$ cat src/rtl/iq_mixer_integrator.sv
// I/Q mixer with integrate-and-dump decimation: one baseband I/Q pair per DECIM valid samples.
// Define IQ_MAG_EN to add a registered magnitude-estimate stage (one extra cycle of latency).
module iq_mixer_integrator #(
    parameter int DECIM = 64,
    parameter int ACC_W = 38
) (
    input  logic                    clk_in,
    input  logic                    rst_in,
    input  logic                    clear_in,
    input  logic                    sample_valid_in,
    input  logic signed [15:0]      sample_in,
    input  logic signed [15:0]      lo_i_in,
    input  logic signed [15:0]      lo_q_in,
    output logic signed [ACC_W-1:0] i_out,
    output logic signed [ACC_W-1:0] q_out,
    output logic        [ACC_W-1:0] mag_out,
    output logic                    valid_out
);
    localparam int CNT_W = (DECIM > 1) ? $clog2(DECIM) : 1;
    localparam logic [CNT_W-1:0] LAST = CNT_W'(DECIM - 1);

    if (DECIM < 2) begin : g_bad_decim
        $error("iq_mixer_integrator: DECIM must be >= 2");
    end
    if (ACC_W < 32 + $clog2(DECIM)) begin : g_bad_accw
        $error("iq_mixer_integrator: ACC_W must be >= 32 + clog2(DECIM)");
    end

    logic signed [15:0]      s1Sample_q, s1LoI_q, s1LoQ_q;
    logic                    s1Valid_q;
    logic signed [31:0]      s2ProdI_q, s2ProdQ_q;
    logic signed [31:0]      prodI_d, prodQ_d;
    logic                    s2Valid_q;
    logic signed [ACC_W-1:0] accI_q, accQ_q, accI_d, accQ_d;
    logic signed [ACC_W-1:0] sumI, sumQ;
    logic        [CNT_W-1:0] count_q, count_d;
    logic signed [ACC_W-1:0] s3I_q, s3Q_q, s3I_d, s3Q_d;
    logic                    s3Valid_q, s3Valid_d;

    always_ff @(posedge clk_in or negedge rst_in) begin
        if (!rst_in) begin
            s1Sample_q <= '0;
            s1LoI_q    <= '0;
            s1LoQ_q    <= '0;
            s1Valid_q  <= 1'b0;
        end else begin
            s1Valid_q <= sample_valid_in & ~clear_in;
            if (sample_valid_in) begin
                s1Sample_q <= sample_in;
                s1LoI_q    <= lo_i_in;
                s1LoQ_q    <= lo_q_in;
            end
        end
    end

    assign prodI_d = 32'(s1Sample_q) * 32'(s1LoI_q);
    assign prodQ_d = 32'(s1Sample_q) * 32'(s1LoQ_q);

    always_ff @(posedge clk_in or negedge rst_in) begin
        if (!rst_in) begin
            s2ProdI_q <= '0;
            s2ProdQ_q <= '0;
            s2Valid_q <= 1'b0;
        end else begin
            s2Valid_q <= s1Valid_q & ~clear_in;
            if (s1Valid_q) begin
                s2ProdI_q <= prodI_d;
                s2ProdQ_q <= prodQ_d;
            end
        end
    end

    assign sumI = accI_q + ACC_W'(s2ProdI_q);
    assign sumQ = accQ_q + ACC_W'(s2ProdQ_q);

    // Bubbles leave the window untouched; the DECIM-th product dumps and restarts empty.
    always_comb begin
        accI_d    = accI_q;
        accQ_d    = accQ_q;
        count_d   = count_q;
        s3I_d     = s3I_q;
        s3Q_d     = s3Q_q;
        s3Valid_d = 1'b0;
        if (clear_in) begin
            accI_d  = '0;
            accQ_d  = '0;
            count_d = '0;
        end else if (s2Valid_q) begin
            if (count_q == LAST) begin
                s3I_d     = sumI;
                s3Q_d     = sumQ;
                s3Valid_d = 1'b1;
                accI_d    = '0;
                accQ_d    = '0;
                count_d   = '0;
            end else begin
                accI_d  = sumI;
                accQ_d  = sumQ;
                count_d = count_q + CNT_W'(1);
            end
        end
    end

    always_ff @(posedge clk_in or negedge rst_in) begin
        if (!rst_in) begin
            accI_q    <= '0;
            accQ_q    <= '0;
            count_q   <= '0;
            s3I_q     <= '0;
            s3Q_q     <= '0;
            s3Valid_q <= 1'b0;
        end else begin
            accI_q    <= accI_d;
            accQ_q    <= accQ_d;
            count_q   <= count_d;
            s3I_q     <= s3I_d;
            s3Q_q     <= s3Q_d;
            s3Valid_q <= s3Valid_d;
        end
    end

`ifdef IQ_MAG_EN
    logic [ACC_W-1:0] absI, absQ, magD;

    // The most negative value negates to itself, which read unsigned is exactly 2^(ACC_W-1).
    assign absI = s3I_q[ACC_W-1] ? $unsigned(-s3I_q) : $unsigned(s3I_q);
    assign absQ = s3Q_q[ACC_W-1] ? $unsigned(-s3Q_q) : $unsigned(s3Q_q);
    assign magD = (absI >= absQ) ? absI + (absQ >> 2) : absQ + (absI >> 2);

    always_ff @(posedge clk_in or negedge rst_in) begin
        if (!rst_in) begin
            i_out     <= '0;
            q_out     <= '0;
            mag_out   <= '0;
            valid_out <= 1'b0;
        end else if (clear_in) begin
            valid_out <= 1'b0;
        end else begin
            valid_out <= s3Valid_q;
            if (s3Valid_q) begin
                i_out   <= s3I_q;
                q_out   <= s3Q_q;
                mag_out <= magD;
            end
        end
    end
`else
    assign i_out     = s3I_q;
    assign q_out     = s3Q_q;
    assign mag_out   = '0;
    assign valid_out = s3Valid_q;
`endif

endmodule

$ cat config.mk
export PLATFORM = sky130hd
export DESIGN_NAME = iq_mixer_integrator
export DESIGN_NICKNAME = d
export VERILOG_FILES = /design/src/rtl/iq_mixer_integrator.sv
export SDC_FILE = /design/constraint.sdc
export NUM_CORES = 2
export LEC_CHECK = 0
export BUFFER_PORTS_ARGS = -buffer_cell sky130_fd_sc_hd__buf_2
export CAP_MARGIN = 20
export CORE_MARGIN = 2
export CORE_UTILIZATION = 65
export CTS_BUF_LIST = sky130_fd_sc_hd__clkbuf_2 sky130_fd_sc_hd__clkbuf_4 sky130_fd_sc_hd__clkbuf_8
export DETAILED_ROUTE_END_ITERATION = 10
export GPL_TIMING_DRIVEN = 0
export PLACE_DENSITY = 0.84
export SYNTH_ARGS = -nofsm -noshare
export SYNTH_HDL_FRONTEND = slang
export SYNTH_SLANG_ARGS = --single-unit
$ cat constraint.sdc
create_clock -name clk_in -period 8.5 [get_ports clk_in]
set_input_delay 0.85 -clock clk_in [delete_from_list [all_inputs] [get_ports clk_in]]
set_output_delay 0.85 -clock clk_in [all_outputs]
set_load 0.03 [all_outputs]
**Word-level counts from Yosys, hierarchy flattened**

Index checks and enable logic that the tools add are counted.

- Register bits: 273
- Output and inout port bits: 115
- Logic and storage cells: 36
- Bits of input ports: 52

- Eq/ne operators: 1
- Reduce and logical (&&, ||, !) cells: 2
- Add/sub/neg operators: 3
- Bitwise logic cells: 3
- Multiplexer cells: 12
- Multipliers: 2

Operators by type and width:

| kind | count |
|---|---|
| two-way mux 38 bit | 6 |
| adder 38 x 32 -> 38 bit | 2 |
| multiplier 16 x 16 -> 32 bit | 2 |
| two-way mux 6 bit | 3 |
| adder 6 x 1 -> 6 bit, second input constant | 1 |
| == test 6 bit, second input constant | 1 |
| two-way mux 1 bit | 3 |
| AND reduction 3 bit | 1 |
| bitwise AND 1 bit | 2 |
| nonzero test 2 bit | 1 |
| inverter 1 bit | 1 |

**Longest topological paths before layout**

- Depth after elaboration: 4
- Gate-level depth with buffers: 26
- Gate-level depth less buffers: 24

**Worst setup path after synthesis**

Ideal clock, no wire load.

- Kind: register -> register
- Start point: reg s1Sample_q[15]
- End point: reg s2ProdQ_q[31]
- Clock period less this slack: 6.411 ns
- Stages on the path, launching flop included: 23
- Path buffers: 1
- Setup slack: 2.089 ns
- Arrival: 6.274 ns
- Setup time: 0.136 ns
- Cell sequence: dfrtp_1 -> clkbuf_1 -> nand2_1 -> inv_1 -> fa_1 -> fa_1 -> fa_1 -> fa_1 -> fa_1 -> inv_1 -> fa_1 -> inv_1 -> ha_1 -> a21oi_1 -> nand2_1 -> a21o_1 -> a21oi_1 -> o21ai_0 -> a41o_1 -> or4_1 -> a31oi_1 -> xnor2_1 -> a21oi_1

- Word-level cells in the longest chain between the ends: 1

RTL lines:

| what | line | RTL |
|---|---|---|
| from (decl) | 29 | `logic signed [15:0] s1Sample_q, s1LoI_q, s1LoQ_q;` |
| from (signal assigned) | 49 | `s1Sample_q <= sample_in;` |
| multiplier 16 x 16 -> 32 bit | 57 | `assign prodQ_d = 32'(s1Sample_q) * 32'(s1LoQ_q);` |
| to (signal assigned) | 68 | `s2ProdQ_q <= prodQ_d;` |
| to (decl) | 31 | `logic signed [31:0] s2ProdI_q, s2ProdQ_q;` |

Every way passes these cells.
A chain may end at the register's enable or synchronous reset.

**Final worst setup path**

Ends and elaborated chain as after synthesis.

==> impl_metrics.toml <==
[synthesis]
yosysWarnings = 0
synth-seq-cells = 273
synthesis.area_um2 = 33420
synthArstFlopShare_pct = 100.0
synthCells = 3463
syn-mean-instance-area_um2 = 9.651
synth_top_family_by_area = "adder cells"
synth_fa_ha_area_share_pct = 40.45
synthXorXnorAreaFrac_pct = 3.485
synth_compound_area_share_pct = 9.134
synth-simple-area-share_pct = 13.55
synth_edf_count = 0
dominantRegCellSynth = "dfrtp_1"
yosys-mux-area-fraction_pct = 3.796
synth.distinct_cells = 72
synth-seq-area-share_pct = 20.44

[global_route]
grt_remaining_overflow = 0
grt_pass1_wl_um = 140200
antenna_found_initial = 2
grt_pass1_vias = 26720
grt_max_degree = 99
grt_use_total_pct = 33.79

[clocking]
clk_pin_slew_ns = 0.06
post_cts_buffers = 0
clk_latency_ns = 0.65
cts.sinks = 273
cts_tree = "yes"
ctsHoldBuffers = 0
h-tree-depth = 2
cts_root_buf = "clkbuf_8"
cts_buffer_depth = 3
cts_resized = 0
cts_buffers = 50

[floorplan]
fp.dieH_um = 230.8
ios = 167
rows = 83
die-area_um2 = 53250
dieWidth_um = 230.8
start_util_pct = 65.41
core_um2 = 51090

[sta]
rsz0062_at_grt = "false"
fmax_mhz = 126.6
timing.final.hold_violations = 0
slew_viol_final = 0
setup_violations = 0
period_share_pct = 92.95
tightest_slew_ns = 1.128
tns_ns = 0
final.setup.worst_slack_ns = 0.5994
post-route-min-period_ns = 7.901
fin_skew_ns = 0.02435
slew_headroom_pct = 24.78

[route]
totalWireLength_um = 85820
wl_met2_um = 41020
dr.first_iter.drc_count = 1842
drc = 0
route.met3.wl_um = 6640
highest_layer = "met5"
vias_per_cell = 5.669
drt_first_pass_iters = 6
wirelength_met1_um = 33180
wl_per_cell_um = 19.50
ant_nets = 0
vias = 24948

[setup_path]
path_max_fanout = 10
cp-start-kind = "flip-flop"
cp-end-kind = "flip-flop"
cp.arrival_ns = 8.39
crit_required_ns = 8.99
r2r-start = "s1Sample_q[15]"
critPathLaunch = "s1Sample_q[15]"
crit_type = "reg2reg"

[layout]
final_layout_size_suffix_gt1_share_pct = 10.27
nFillCells = 3797
syn2layout_area_growth_pct = 8.491
final_nets = 4498
multiInputGateArea_um2 = 23680
final-seq-area_um2 = 6832

[placed_design]
dp_worst_setup_slack_ns = 0.7491
gp_congestion = 0.9587
hpwl_um = 69020
port_buffers = 126

[outcome]
outcome = "finished, final reports clean"

[worst_hold_path]
hp-class = "in2async"

[flow_run]
drv_cap = 0
-- path summary, 6_finish.rpt --
| path | end | slack (ns) | depth (start not counted) |
|---|---|---|---|
| max in group asynchronous | i_out[29] | 6.86 | 3 |
| worst max-delay path | s2ProdQ_q[31] | 0.60 | 22 |
| worst max register to register | s2ProdQ_q[31] | 0.60 | 22 |
| worst min-delay path | s1Valid_q | 0.24 | 1 |
| worst min register to register | q_out[21] | 0.46 | 2 |
| min in group clk_in | s1LoQ_q[13] | 0.43 | 2 |
-- placed cells by master, fill, tap and decap left out, types with 64 or more instances in the layout --
master    instances
a21o_1           65
ha_1            239
xnor2_1         102
dfrtp_1         273
fa_1            526
mux2_2          110
nand2_1         465
and2_1          248
o21ai_0          67
clkbuf_8         64
inv_1           598
a22o_1           71
buf_2           125
clkbuf_1        130
nor2_1          111
a21oi_1         113
-- area by class of cell --
type	instances	share of cell area, %
Clock buffer	80	2.761
Multi-Input combinational cell	2452	65.30
Buffer	176	2.215
Inverter	599	6.201
Timing Repair Buffer	129	1.929
Tap cell	680	2.346
Antenna cell	1	0.006901
Sequential cell	273	18.84
Clock inverter	11	0.4003
-- worst max-delay path, cell delays in order, from the launching register on --
cell and delay (ns):
dfrtp_1 0.42, clkbuf_1 0.66, nand2_1 0.26, inv_1 0.19
fa_1 0.55, fa_1 0.92, fa_1 0.54, fa_1 0.52
fa_1 0.50, inv_1 0.05, fa_1 0.47, inv_1 0.04
ha_1 0.33, a21oi_1 0.21, nand2_1 0.07, a21o_1 0.19
a21oi_1 0.23, o21ai_0 0.13, a41o_1 0.24, or4_1 0.42
a31oi_1 0.27, xnor2_1 0.36, a21oi_1 0.16
-- layer usage --
metal / GRT usage [%] / vias to the layer above
met5: 0 / -
met4: 16.88 / 2
met3: 6.139 / 305
met2: 55.69 / 1067
met1: 43.26 / 12339
li1: - / 11235
-- cell usage after synthesis (all sizes together), types with 6 or more instances --
| master | instances | area share, % |
|---|---|---|
| inv | 599 | 6.7 |
| fa | 526 | 32 |
| nand2 | 465 | 5.2 |
| dfrtp | 273 | 20 |
| and2 | 248 | 4.6 |
| ha | 239 | 8.9 |
| clkbuf | 130 | 1.5 |
| a21oi | 114 | 1.7 |
| nor2 | 111 | 1.2 |
| mux2 | 110 | 3.7 |
| xnor2 | 102 | 2.7 |
| a22o | 71 | 1.9 |
| o21ai | 70 | 1.1 |
| a21o | 65 | 1.5 |
| buf | 46 | 0.94 |
| xor2 | 31 | 0.81 |
| nand2b | 28 | 0.52 |
| nor3 | 26 | 0.39 |
| nand3 | 24 | 0.36 |
| o21bai | 23 | 0.53 |
| o21a | 18 | 0.40 |
| nor2b | 17 | 0.32 |
| a31oi | 10 | 0.23 |
| and3 | 10 | 0.19 |
| nand4 | 10 | 0.19 |
| or3 | 8 | 0.15 |
| a211oi | 7 | 0.17 |
| a41oi | 6 | 0.16 |
| o211ai | 6 | 0.13 |
-- sequential cells by signal (all words and copies together) (netlist names) --
name,count
s1LoQ_q,16
accI_q,38
count_q,6
s2Valid_q,1
s2ProdI_q,32
accQ_q,38
q_out,38
s1Sample_q,16
i_out,38
s1Valid_q,1
s2ProdQ_q,32
s1LoI_q,16
valid_out,1
-- per-stage QoR --
step,util [%],area (um2),cells,hold WS [ns]
2_1_floorplan,-,33560,3500,0.4423
3_3_place_gp,68.58,35040,4306,0.4537
3_5_place_dp,68.72,35110,4309,0.4564
4_1_cts,70.96,36260,4400,0.2310
5_1_grt,70.97,36260,4401,0.2974
6_report,70.97,36260,4401,0.2414
-- cells by family after synthesis --
logic type / count (synthesis)
AO/OA/AOI/OAI: 442
other: 1
flip-flops: 273
AND/OR/NAND/NOR: 961
adder cells (fa/ha/maj): 765
XOR/XNOR: 133
buffers and inverters: 775
multiplexers: 113
Power is left out: the tool's default activity adds up to more than one toggle a clock period on the data nets, which glitch-free logic cannot reach.
